==> src/rtl/sdram_arb_pkg.sv <==
// Shared types for the two-port SDRAM arbiter.
//   - arb_state_e : arbiter FSM states
//   - req_id_t    : requester identifier (0 = Nios data path, 1 = second master)
//   - arb_cmd_t   : one Avalon-MM command as captured for the controller
//   - make_cmd    : builds a command; read+write together is resolved as a write
package sdram_arb_pkg;

    // The command struct fixes the port widths of the arbiter.
    localparam int unsigned ARB_ADDR_W = 25;
    localparam int unsigned ARB_DATA_W = 32;
    localparam int unsigned ARB_BE_W   = ARB_DATA_W / 8;

    typedef enum logic {
        ARB_IDLE = 1'b0,
        ARB_BUSY = 1'b1
    } arb_state_e;

    typedef logic req_id_t;

    typedef struct packed {
        logic [ARB_ADDR_W-1:0] address;
        logic                  read;
        logic                  write;
        logic [ARB_DATA_W-1:0] writedata;
        logic [ARB_BE_W-1:0]   byteenable;
    } arb_cmd_t;

    function automatic arb_cmd_t make_cmd(
        input logic [ARB_ADDR_W-1:0] address,
        input logic                  read,
        input logic                  write,
        input logic [ARB_DATA_W-1:0] writedata,
        input logic [ARB_BE_W-1:0]   byteenable
    );
        arb_cmd_t c;
        c.address    = address;
        c.read       = read & ~write;  // illegal read+write is taken as a write
        c.write      = write;
        c.writedata  = writedata;
        c.byteenable = byteenable;
        return c;
    endfunction

endpackage

==> src/rtl/arb_id_fifo.sv <==
// Synchronous FIFO of requester IDs, one entry per outstanding read.
// Ports:
//   clk, reset     : clock, synchronous active-high reset
//   push, push_id  : append an ID (push while full is allowed only together with pop)
//   pop, head_id   : remove the head; head_id is the current head (valid when !empty)
//   count          : number of stored IDs (0..DEPTH)
//   empty, full    : status flags
module arb_id_fifo
    import sdram_arb_pkg::*;
#(
    parameter int unsigned DEPTH = 4,
    parameter int unsigned CNT_W = $clog2(DEPTH) + 1
) (
    input  logic             clk,
    input  logic             reset,
    input  logic             push,
    input  req_id_t          push_id,
    input  logic             pop,
    output req_id_t          head_id,
    output logic [CNT_W-1:0] count,
    output logic             empty,
    output logic             full
);

    localparam int unsigned PTR_W = $clog2(DEPTH);

    req_id_t          mem [DEPTH];
    logic [PTR_W-1:0] wr_ptr_q;
    logic [PTR_W-1:0] rd_ptr_q;
    logic [CNT_W-1:0] count_q;

    // DEPTH is a power of two, so the pointers wrap on their own.
    always_ff @(posedge clk) begin
        if (reset) begin
            wr_ptr_q <= '0;
            rd_ptr_q <= '0;
            count_q  <= '0;
        end else begin
            if (push) wr_ptr_q <= wr_ptr_q + PTR_W'(1);
            if (pop)  rd_ptr_q <= rd_ptr_q + PTR_W'(1);
            case ({push, pop})
                2'b10:   count_q <= count_q + CNT_W'(1);
                2'b01:   count_q <= count_q - CNT_W'(1);
                default: count_q <= count_q;
            endcase
        end
    end

    always_ff @(posedge clk) begin
        if (push) mem[wr_ptr_q] <= push_id;
    end

    assign head_id = mem[rd_ptr_q];
    assign count   = count_q;
    assign empty   = (count_q == '0);
    assign full    = (count_q == CNT_W'(DEPTH));

endmodule

==> src/rtl/sdram_port_arbiter.sv <==
// Two-requester Avalon-MM arbiter in front of the single SDRAM controller slave.
// Round-robin grant per command, pipelined reads, read data routed back by a FIFO
// of requester IDs.
// Ports:
//   clk_clk, reset_reset           : clock, synchronous active-high reset
//   r0_* / r1_*                    : requester slave ports (0 = Nios data, 1 = second master)
//   m_*                            : master port to the SDRAM controller
//   orphan_rd                      : sticky flag, read data arrived with nothing pending
//   grant_cnt0/1, stall_cnt        : performance counters, present only when the
//                                    ARB_PERF_EN macro is defined
module sdram_port_arbiter
    import sdram_arb_pkg::*;
#(
    parameter int unsigned ADDR_W      = ARB_ADDR_W,
    parameter int unsigned DATA_W      = ARB_DATA_W,
    parameter int unsigned MAX_PENDING = 4
) (
    input  logic                clk_clk,
    input  logic                reset_reset,
    input  logic [ADDR_W-1:0]   r0_address,
    input  logic                r0_read,
    input  logic                r0_write,
    input  logic [DATA_W-1:0]   r0_writedata,
    input  logic [DATA_W/8-1:0] r0_byteenable,
    output logic                r0_waitrequest,
    output logic [DATA_W-1:0]   r0_readdata,
    output logic                r0_readdatavalid,
    input  logic [ADDR_W-1:0]   r1_address,
    input  logic                r1_read,
    input  logic                r1_write,
    input  logic [DATA_W-1:0]   r1_writedata,
    input  logic [DATA_W/8-1:0] r1_byteenable,
    output logic                r1_waitrequest,
    output logic [DATA_W-1:0]   r1_readdata,
    output logic                r1_readdatavalid,
    output logic [ADDR_W-1:0]   m_address,
    output logic                m_read,
    output logic                m_write,
    output logic [DATA_W-1:0]   m_writedata,
    output logic [DATA_W/8-1:0] m_byteenable,
    input  logic                m_waitrequest,
    input  logic [DATA_W-1:0]   m_readdata,
    input  logic                m_readdatavalid,
`ifdef ARB_PERF_EN
    output logic [31:0]         grant_cnt0,
    output logic [31:0]         grant_cnt1,
    output logic [31:0]         stall_cnt,
`endif
    output logic                orphan_rd
);

    localparam int unsigned CNT_W = $clog2(MAX_PENDING) + 1;

    arb_state_e state_q, state_d;
    req_id_t    grant_q, grant_d;
    req_id_t    last_grant_q, last_grant_d;
    arb_cmd_t   cmd_q, cmd_d;

    logic             accept;
    logic             read_ok;
    logic             elig0, elig1;
    logic             fifo_push, fifo_pop;
    logic             fifo_empty, fifo_full;
    req_id_t          head_id;
    logic [CNT_W-1:0] pend_cnt;

    logic              r0_rdv_q, r1_rdv_q;
    logic [DATA_W-1:0] r0_rdata_q, r1_rdata_q;
    logic              orphan_q;

    assign accept  = (state_q == ARB_BUSY) && !m_waitrequest;
    assign read_ok = (pend_cnt < CNT_W'(MAX_PENDING));
    assign elig0   = r0_write || (r0_read && read_ok);
    assign elig1   = r1_write || (r1_read && read_ok);

    // Same-cycle pop frees the slot that a push at full would need.
    assign fifo_push = accept && cmd_q.read && (!fifo_full || fifo_pop);
    assign fifo_pop  = m_readdatavalid && !fifo_empty;

    // State register
    always_ff @(posedge clk_clk) begin
        if (reset_reset) begin
            state_q      <= ARB_IDLE;
            grant_q      <= 1'b0;
            last_grant_q <= 1'b1;  // requester 0 wins the first contention
            cmd_q        <= '0;
        end else begin
            state_q      <= state_d;
            grant_q      <= grant_d;
            last_grant_q <= last_grant_d;
            cmd_q        <= cmd_d;
        end
    end

    // Next-state logic
    always_comb begin
        state_d      = state_q;
        grant_d      = grant_q;
        last_grant_d = last_grant_q;
        cmd_d        = cmd_q;
        unique case (state_q)
            ARB_IDLE: begin
                if (elig0 || elig1) begin
                    grant_d = (elig0 && elig1) ? ~last_grant_q : req_id_t'(elig1);
                    cmd_d   = grant_d ? make_cmd(r1_address, r1_read, r1_write,
                                                 r1_writedata, r1_byteenable)
                                      : make_cmd(r0_address, r0_read, r0_write,
                                                 r0_writedata, r0_byteenable);
                    state_d = ARB_BUSY;
                end
            end
            ARB_BUSY: begin
                if (!m_waitrequest) begin
                    last_grant_d = grant_q;
                    cmd_d.read   = 1'b0;
                    cmd_d.write  = 1'b0;
                    state_d      = ARB_IDLE;
                end
            end
            default: state_d = ARB_IDLE;
        endcase
    end

    // Outputs
    always_comb begin
        m_address      = cmd_q.address;
        m_read         = cmd_q.read;
        m_write        = cmd_q.write;
        m_writedata    = cmd_q.writedata;
        m_byteenable   = cmd_q.byteenable;
        r0_waitrequest = !(accept && (grant_q == 1'b0));
        r1_waitrequest = !(accept && (grant_q == 1'b1));
    end

    arb_id_fifo #(
        .DEPTH (MAX_PENDING),
        .CNT_W (CNT_W)
    ) u_id_fifo (
        .clk     (clk_clk),
        .reset   (reset_reset),
        .push    (fifo_push),
        .push_id (grant_q),
        .pop     (fifo_pop),
        .head_id (head_id),
        .count   (pend_cnt),
        .empty   (fifo_empty),
        .full    (fifo_full)
    );

    // Read-data return path; readdata holds between strobes.
    always_ff @(posedge clk_clk) begin
        if (reset_reset) begin
            r0_rdv_q   <= 1'b0;
            r1_rdv_q   <= 1'b0;
            r0_rdata_q <= '0;
            r1_rdata_q <= '0;
            orphan_q   <= 1'b0;
        end else begin
            r0_rdv_q <= fifo_pop && (head_id == 1'b0);
            r1_rdv_q <= fifo_pop && (head_id == 1'b1);
            if (fifo_pop && (head_id == 1'b0)) r0_rdata_q <= m_readdata;
            if (fifo_pop && (head_id == 1'b1)) r1_rdata_q <= m_readdata;
            if (m_readdatavalid && fifo_empty) orphan_q <= 1'b1;
        end
    end

    assign r0_readdatavalid = r0_rdv_q;
    assign r1_readdatavalid = r1_rdv_q;
    assign r0_readdata      = r0_rdata_q;
    assign r1_readdata      = r1_rdata_q;
    assign orphan_rd        = orphan_q;

`ifdef ARB_PERF_EN
    always_ff @(posedge clk_clk) begin
        if (reset_reset) begin
            grant_cnt0 <= '0;
            grant_cnt1 <= '0;
            stall_cnt  <= '0;
        end else begin
            if (accept && (grant_q == 1'b0)) grant_cnt0 <= grant_cnt0 + 32'd1;
            if (accept && (grant_q == 1'b1)) grant_cnt1 <= grant_cnt1 + 32'd1;
            if ((state_q == ARB_BUSY) && m_waitrequest) stall_cnt <= stall_cnt + 32'd1;
        end
    end
`endif

endmodule

==> config.mk <==
export PLATFORM = sky130hd
export DESIGN_NAME = sdram_port_arbiter
export DESIGN_NICKNAME = d
export VERILOG_FILES = /design/src/rtl/sdram_arb_pkg.sv /design/src/rtl/arb_id_fifo.sv /design/src/rtl/sdram_port_arbiter.sv
export SDC_FILE = /design/constraint.sdc
export NUM_CORES = 1
export LEC_CHECK = 0
export CAP_MARGIN = 30
export CORE_AREA = 3 3 141 129
export DETAILED_ROUTE_END_ITERATION = 12
export DIE_AREA = 0 0 144 132
export PLACE_DENSITY = 0.77
export SYNTH_ARGS = -nofsm -noshare
export SYNTH_HDL_FRONTEND = slang
export SYNTH_SLANG_ARGS = --single-unit
==> constraint.sdc <==
create_clock -name clk_clk -period 1.7 [get_ports clk_clk]
set_input_delay 0.17 -clock clk_clk [delete_from_list [all_inputs] [get_ports clk_clk]]
set_output_delay 0.17 -clock clk_clk [all_outputs]
set_load 0.005 [all_outputs]
; Word-level counts from Yosys, hierarchy flattened
; Memories as Yosys holds them, arrays and structs flattened. A register that Yosys moved wholly into a read port is not among the register bits.
; Cells that the tools add are included.
[totals]
register_bits = 140
latchBits = 0
ram_bits = 4
rom_bits = 0
inputBits = 162
out_inout_bits = 132
elab_cells = 75
mem_count = 1
[op_classes]
add_sub_neg = 4
n_mul = 0
div = 0
n_lt_le_gt_ge = 1
eq_ne = 5
shift = 0
muxes = 13
bitwise = 9
reduce_logical = 26
[memory_table]
columns = name, depth, width, read_ports, rd_ports_with_merged_regs, wr, line
row1 = u_id_fifo.mem, 4, 1, 1, 1, 1, arb_id_fifo.sv:27  ; req_id_t mem [DEPTH];
[op_table]
columns = op, count
row1 = $mux 63, 1
row2 = $mux 38, 1
row3 = $logic_and 1x1->1, 12
row4 = $not 1->1, 7
row5 = $mux 2, 3
row6 = $pmux 3 s2, 1
row7 = $reduce_and 2->1, 3
row8 = $logic_not 1->1, 5
row9 = $mux 1, 5
row10 = $add 2x1->2 const B, 2
row11 = $logic_or 1x1->1, 4
row12 = $ne 2x2->1 const B, 2
row13 = $pmux 2 s2, 1
row14 = $add 3x1->3 const B, 1
row15 = $eq 3x3->1 const B, 1
row16 = $logic_not 3->1, 1
row17 = $lt 3x3->1 const B, 1
row18 = $sub 3x1->3 const B, 1
row19 = $and 1x1->1, 2
row20 = $eq 2x1->1 const B, 1
row21 = $eq 2x2->1 const B, 1
row22 = $pmux 1 s2, 1
row23 = $reduce_bool 2->1, 1

; Logic depth before layout (Yosys ltp)
[logic_depth]
depth_word = 8
mapped_depth = 7
mapped_depth_nobuf = 7

; Modules after synthesis
; A second synthesis with hierarchy kept.
[hier_totals]
hier_cells = 732
hier_area_um2 = 6133.4
[modules_own_cells]
columns = mod, instances, cells_each, area_each_um2, seq_area_each_um2
row1 = sdram_port_arbiter, 1, 680, 5556.6, 2662.6
row2 = arb_id_fifo, 1, 52, 576.8, 300.3

; Worst setup path after synthesis
; No wires, ideal clock.
[synth_path]
path_kind = flip-flop to flip-flop
startpoint = register u_id_fifo.count_q[2], in the netlist u_id_fifo.count[2]
endpoint = register u_id_fifo.count_q[2], in the netlist u_id_fifo.count[2]
arrival_time_ps = 1776
t_required_ps = 1630
setup_slack_ps = -146
path_stages_with_launch = 8
n_path_buf = 0
period_less_slack_ps = 1846
path_cell_list = dfxtp_1 o31ai_2 a21oi_1 inv_1 fa_1 and3_1 or3_1 a21oi_1
[synth_between]
elab_chain_len = 7
elab_cells_between_ends = 13
classes_between = 2 x add/sub / 3 x eq/ne / 1 x mux / 7 x reduce/logical
[synth_rtl]
columns = item, line
row1 = start: declaration, arb_id_fifo.sv:30  ; logic [CNT_W-1:0] count_q;
row2 = start signal: assignment, arb_id_fifo.sv:42  ; 2'b10: count_q <= count_q + CNT_W'(1);
row3 = start signal: assignment, arb_id_fifo.sv:43  ; 2'b01: count_q <= count_q - CNT_W'(1);
row4 = start signal: assignment, arb_id_fifo.sv:44  ; default: count_q <= count_q;
row5 = $logic_not 3->1, arb_id_fifo.sv:55  ; assign empty = (count_q == '0);
row6 = $logic_not 1->1, sdram_port_arbiter.sv:78  ; assign fifo_pop = m_readdatavalid && !fifo_empty;
row7 = $logic_and 1x1->1, sdram_port_arbiter.sv:78
row8 = $logic_or 1x1->1, sdram_port_arbiter.sv:77  ; assign fifo_push = accept && cmd_q.read && (!fifo_full || fifo_pop);
row9 = $logic_and 1x1->1, sdram_port_arbiter.sv:77
row10 = $eq 2x1->1 / $eq 2x2->1 (equally long branches), arb_id_fifo.sv:41  ; case ({push, pop})
row11 = $pmux 3 s2 / $reduce_bool 2->1 (equally long branches), --
; Several ways; a longest one is shown, not always the timed one.
; A chain may end at the register's enable or synchronous reset.

; Worst setup path after layout
[layout_path]
startpoint = register u_id_fifo.count_q[1], in the netlist u_id_fifo.count[1]
endpoint = register u_id_fifo.count_q[2], in the netlist u_id_fifo.count[2]
; The elaborated chain is that of the path after synthesis.

==> results.md <==
- Status: complete, but fails checks
- Failing checks: setup timing
- Largest family of logic cells by synthesized area: compound AO/OA/AOI/OAI gates
- Seq/Total Area, Yosys: 0.465
- Leakage power: 3.60 nW
- Initial antenna violation count: 1
- Synthesized area per cell: between 8 and 9 µm²
- Worst setup margin: -0.0181 ns
- Critical path peak fanout: 4
- Final hold vios: 0
- Crit path buf inv count: 1
- Mux contribution to synthesized area: 0.00353
- Compound-Gate Fraction of Synth Area: 0.270
- Post-Synth Adder-Cell Area: 0.0110
- Routed vias/inst: 5.21
- Xor/xnor share of the synthesized area: 0.00412
- Slew Viols, Final: 0
- Combinational fraction of design power: 0.287
- Synth area leader: dfxtp_1
- Critical Path AT: 2.05 ns
- Measured slew at the worst slew-check pin: 0.591 ns
- Cells after Synth: 734
- Initial core utilization: 0.379
- Grt ovf: 0
- Final setup violating endpoints: 1
- Die footprint: 19000 µm²
- Number of global-route vias before repair: about 6000
- Pre-Repair DR Iteration Count: 5
- GPL Wtd Cong: 0.824
- Tot Pwr: 10.9 mW
- Rel. slew slack: 0.606
- Wire length per cell: roughly 17 µm
- Layout area overhead: 64.4%
- CTS Buf Count: 17
- Core Rows: 45
- Final net count: 1192
- First-pass GRT wire length: 31.9 mm
- Fill cells: 1461
- CTS clk-pin slew, worst paths: 0.06 ns
- Root buffer cell: clkbuf_16
- Fin crit period: 1.72 ns
- Synth top area share: 0.446
- Clk pwr share: 0.341
- Remaining design rule violation count: 0
- Longest Clk Path Bufs: 2
- EDFF count, synth: 4
- Setup CP Type: flip-flop to flip-flop
- Setup TNS Final: -0.0181 ns
- Share of power burned in registers: 0.371
- Top cells by count, synth: 142 x dfxtp_1, 137 x nand2_1, 71 x a21oi_1, 71 x nor2_1, 65 x o21ai_0
- H-tree depth: 4
- Top Family by Delay on Critical Path: simple AND/OR/NAND/NOR gates
- Max Clock Skew: roughly 0.013 ns
- Mapped cell area: 6370 µm²
- Synth unique cells: 46
- Worst skew pair latency: 0.42 ns
- Sw frac: 0.295
- Top_reg_cell synth: dfxtp_1
- DPL Wire Length: 15.1 mm
- Slowest cell on the critical path: dfxtp_4
- End-of-flow core utilization: 0.622
- Pin count of the biggest net entering global routing: 63
- Die Y: 132 µm
- Initial DRC count: about 270
- Worst Hold Class: input port to flip-flop
- Sw Pwr: 3.21 mW
- Fraction of layout cells with a size suffix above 1: 0.158
- Gr usage total: 0.211
- CTS Sinks: 146
- Cell breakdown of the critical path: o31ai_4, a21oi_2, inv_1, fa_2, and3_4, or3_4, a21oi_2
- Die width: 144 µm
- Number of routed nets with antenna violations: 0
- Int Power: 7.66 mW
- Final WL: 21.2 mm
- CP dominant cell by count: a21oi_2
- Core Area: 16800 µm²
- R2R setup slack: -0.02 ns
- Via count: about 6500
- Pre-CTS setup slack: -0.299 ns
- Synth area leaders: dfxtp_1 45%, a311oi_2 14%, nand2_1 8.1%, a21oi_1 5.6%, o21ai_0 5.1%
- Cts hold-fix bufs: 0
- Post-synthesis simple-gate area fraction: 0.194
- Ys Warns: 0
- Period Utilization, post-route: 1.01
- Ports: 294
- Crit path launch type: flip-flop
- Cell with the most instances after synthesis: dfxtp_1
- Power density over the cells: 1040 nW/µm²
- RSZ-0062 raised after global routing: yes
- F_max: approximately 580 MHz
- VDD IR max: approximately 630 µV
- Worst path max stage delay: 0.38 ns
- Synthesized Nets: 901
- TritonCTS clock tree: done
- CP Capture Type: flip-flop
- Max_cap viols: 0
- Port bufs: 293
- Ys async rst share: 0
- FF+latch count, synth: roughly 150
- WP data required: 2.03 ns
-- routing by layer --
layer	track usage	up-vias	part of all wire
met5	0	-	0
met4	0.0795	0	0.029
met3	0.0823	33	0.10
met2	0.343	277	0.48
met1	0.250	3034	0.38
li1	-	3174	-
-- cells in the final DEF, fill, tap and decap left out, types with 4 or more instances in the layout --
master / count
nor2_1: 66
o21ai_0: 64
nand3_1: 62
nand2_1: 137
inv_1: 6
dfxtp_1: 139
nor2_2: 5
a311oi_2: 58
a21oi_1: 68
edfxtp_1: 4
buf_4: 33
clkdlybuf4s50_1: 290
inv_6: 5
ha_1: 4
and2_1: 5
buf_12: 13
clkbuf_16: 19
-- area by class of cell --
cell class / count / area (µm²) / area share
Timing Repair Buffer: 340 / 3460 / 0.331
Multi-Input combinational cell: 513 / 3160 / 0.301
Sequential cell: 146 / 2970 / 0.284
Clock buffer: 20 / 468 / 0.0447
Tap cell: 211 / 264 / 0.0252
Clock inverter: 12 / 120 / 0.0115
Inverter: 7 / 26.3 / 0.00251
Antenna cell: 1 / 2.50 / 0.000239
-- state kept, by name (all words and copies together) (netlist names), named ones only --
register and count:
u_id_fifo.wr_ptr_q 2, m_read 1, u_id_fifo.mem 4, m_byteenable 4, r1_readdatavalid 1, r0_readdata 32
u_id_fifo.rd_ptr_q 2, m_address 25, orphan_rd 1, state_q 1, r1_readdata 32, r0_readdatavalid 1
m_write 1, u_id_fifo.count 3, m_writedata 32, grant_q 1, last_grant_q 1
-- cells by family (layout without fill, tap and decap cells) --
kind of cell | Yosys count | after routing
compound gates | 213 | 213
xor+xnor | 3 | 3
fa+ha+maj | 5 | 5
buf+inv | 75 | 379
flops | 146 | 146
mux | 1 | 1
other cells | 0 | 1
simple gates | 291 | 291
-- per-stage QoR --
stage                     area (µm²)  std cells  hold WS, ns
after floorplan                 6400        734        0.306
after global placement          9810       1215        0.441
after detailed placement        9810       1215        0.446
after CTS                      10400       1247        0.198
after global routing           10500       1250        0.226
final                          10500       1250        0.213
-- power groups by stage --
stage	combinational (mW)	sequential, mW	clock [mW]
5_1_grt	3.39	4.08	3.92
3_5_place_dp	3.06	4.11	0
2_1_floorplan	1.40	4.12	0
6_report	3.13	4.04	3.71
4_1_cts	3.07	4.04	3.77
3_3_place_gp	3.03	4.09	0
-- path summary, 6_finish.rpt --
check                        to          startpoint  cells after the start
max          u_id_fifo.count[2]  u_id_fifo.count[1]                      7
max reg2reg  u_id_fifo.count[2]  u_id_fifo.count[1]                      7
min              r0_readdata[3]         reset_reset                      2
min reg2reg      r0_readdata[5]      r0_readdata[5]                      2
-- timing repair --
action / 4_1_cts / 5_1_grt
pin swaps: 0 / 5
resized for setup: 2 / 15
buffers inserted: 0 / 1
endpoints found under the setup margin: 2 / 16
cloned: 0 / 1
(Power assumes the default switching activity.)
==> RTL change, RTL diff (config.mk and constraints unchanged) <==
Set the parameter `MAX_PENDING` to 2 (it was 4).
--- a/src/rtl/sdram_port_arbiter.sv
+++ b/src/rtl/sdram_port_arbiter.sv
@@ -13,7 +13,7 @@
 #(
     parameter int unsigned ADDR_W      = ARB_ADDR_W,
     parameter int unsigned DATA_W      = ARB_DATA_W,
-    parameter int unsigned MAX_PENDING = 4
+    parameter int unsigned MAX_PENDING = 2
 ) (
     input  logic                clk_clk,
     input  logic                reset_reset,
Formal check against the unedited RTL: not equivalent (Yosys sat finds a counterexample within 10 cycles, from zero or initial values and one cycle with reset_reset high).
==> RTL change against the original RTL <==
Synthesized cell count is 3.4% lower. Cell count is 3.3% lower. Register-to-register slack better by 0.13 ns. First-iteration DRC count is 2.9% lower. Final area is 8.0% lower. Core utilization down 5.0 points. Wire length shrank 5.6%. Sequential cell count is 6 lower. Synthesized area fell by 9.5%. Worst setup slack better by 0.081 ns. Clock skew down 0.0042 ns. Sequential share of layout area rose by 0.96 points. Critical path type is now reg -> out. Critical endpoint is now r0_waitrequest. Highest routed layer unchanged.
Power is not compared: it rests on default switching activity, and its combinational part moved more than twofold at a synthesized area within 25%.
==> RTL change: results (changes against the original RTL) <==
initial antenna violation count 1 (unchanged); post-CTS setup repair buffer count 0 (unchanged); CTS H-tree lvls 4 (unchanged); worst hold path startpoint reset_reset; Top delay family on crit path buffers and inverters; met2 WL 9506 µm (-6.8%); Routability Congestion 0.8742 (+6.1%); Fill cells 1539 (+5.3%); drt first pass iters 4 (-1); Worst Skew 0.008933 ns (-0.004226 ns); Cells after Synth 709 (-3.4%); CP arrival 1.47 ns (-0.58 ns); Max VDD drop between 0.5 and 0.6 mV; Initial DRC Count 264 (-2.9%); DP Area 9015 µm² (-8.1%); slew of the pin with the lowest slew margin 0.3553 ns (-0.2362 ns); metal3 WL 2047 µm (-7.3%); number of synthesized flops with an enable pin 2 (-2); Total Power between 8000 and 9000 µW; Fmax 0.6109 GHz (+5.0%); register area share after synthesis 48.96% (+2.5 points); number of vias per cell 5.151 (-1.2%); most common library cells after synthesis dfxtp_1 (138), nand2_1 (133), nor2_1 (73); GR Util All Layers 20.28% (-0.82 points); Setup WS pre-CTS -0.1431 ns (+0.1556 ns); CP peak stage delay 0.50 ns (+0.12 ns); met1 wire length 8123 µm (-0.21%); first-pass GRT wire length 30820 µm (-3.4%); crit-path max FO 7 (+3); status completed; vias 6227 (-4.5%); CP max-delay cell clkdlybuf4s50_1; Port Buf Inserts 293 (unchanged); Mapped Area 5766 µm² (-9.5%); layout cells sized above 1 8.124% (-7.7 points); # nets final 1146 (-3.9%); Avg WL per Cell 16.53 µm (-2.4%); Synth area leaders dfxtp_1 (48%), a311oi_1 (8.8%), nand2_1 (8.7%), a21oi_1 (6.1%), nand3_1 (5.4%); clock root cell clkbuf_16; post-CTS sizing 5 (+3); met3 GRT Util 7.109% (-1.1 points); Worst-path clk slew 0.06 ns (about the same); vias in the first global route 5961 (-0.68%); worst hold slack 0.09774 ns (-0.1157 ns); Pleak around 0.0034 µW; syn nets 871 (-3.3%); met1 usage 25.22% (+0.20 points); Top Metal Used met4; grt met2 use 32.47% (-1.9 points); Post-Place Cells 1174 (-3.4%); Crit. Startpoint state_q; largest net degree at the start of global routing 73 (+16%); R2R Setup Slk 0.11 ns (+0.13 ns); synth unique cells 41 (-11%); DP HPWL 14070 µm (-6.5%)
## RTL change: path summary, 6_finish.rpt
path / to / depth (start not counted)
max reg2reg: m_writedata[30] / 5
max: r0_waitrequest / 3
min: r1_readdata[0] / 2
min reg2reg: r0_readdata[25] / 2
## RTL change: cell families after synthesis
logic type	count (synthesis)	synth area share, %
compound gates	204	22.79
xor+xnor	2	0.3039
buf+inv	70	6.141
flops	140	48.96
mux	1	0.1736
simple gates	292	21.64
## RTL change: area by class of cell
| class | count | area (µm²) | share of cell area, % |
|---|---|---|---|
| timing repair buffer | 325 | 3327 | 34.52 |
| sequential | 140 | 2828 | 29.34 |
| multi-input combinational | 499 | 2626 | 27.25 |
| clock buffer | 18 | 429.2 | 4.453 |
| tap | 211 | 264.0 | 2.740 |
| clock inverter | 14 | 156.4 | 1.623 |
| inverter | 1 | 3.754 | 0.03895 |
| antenna | 1 | 2.502 | 0.02597 |
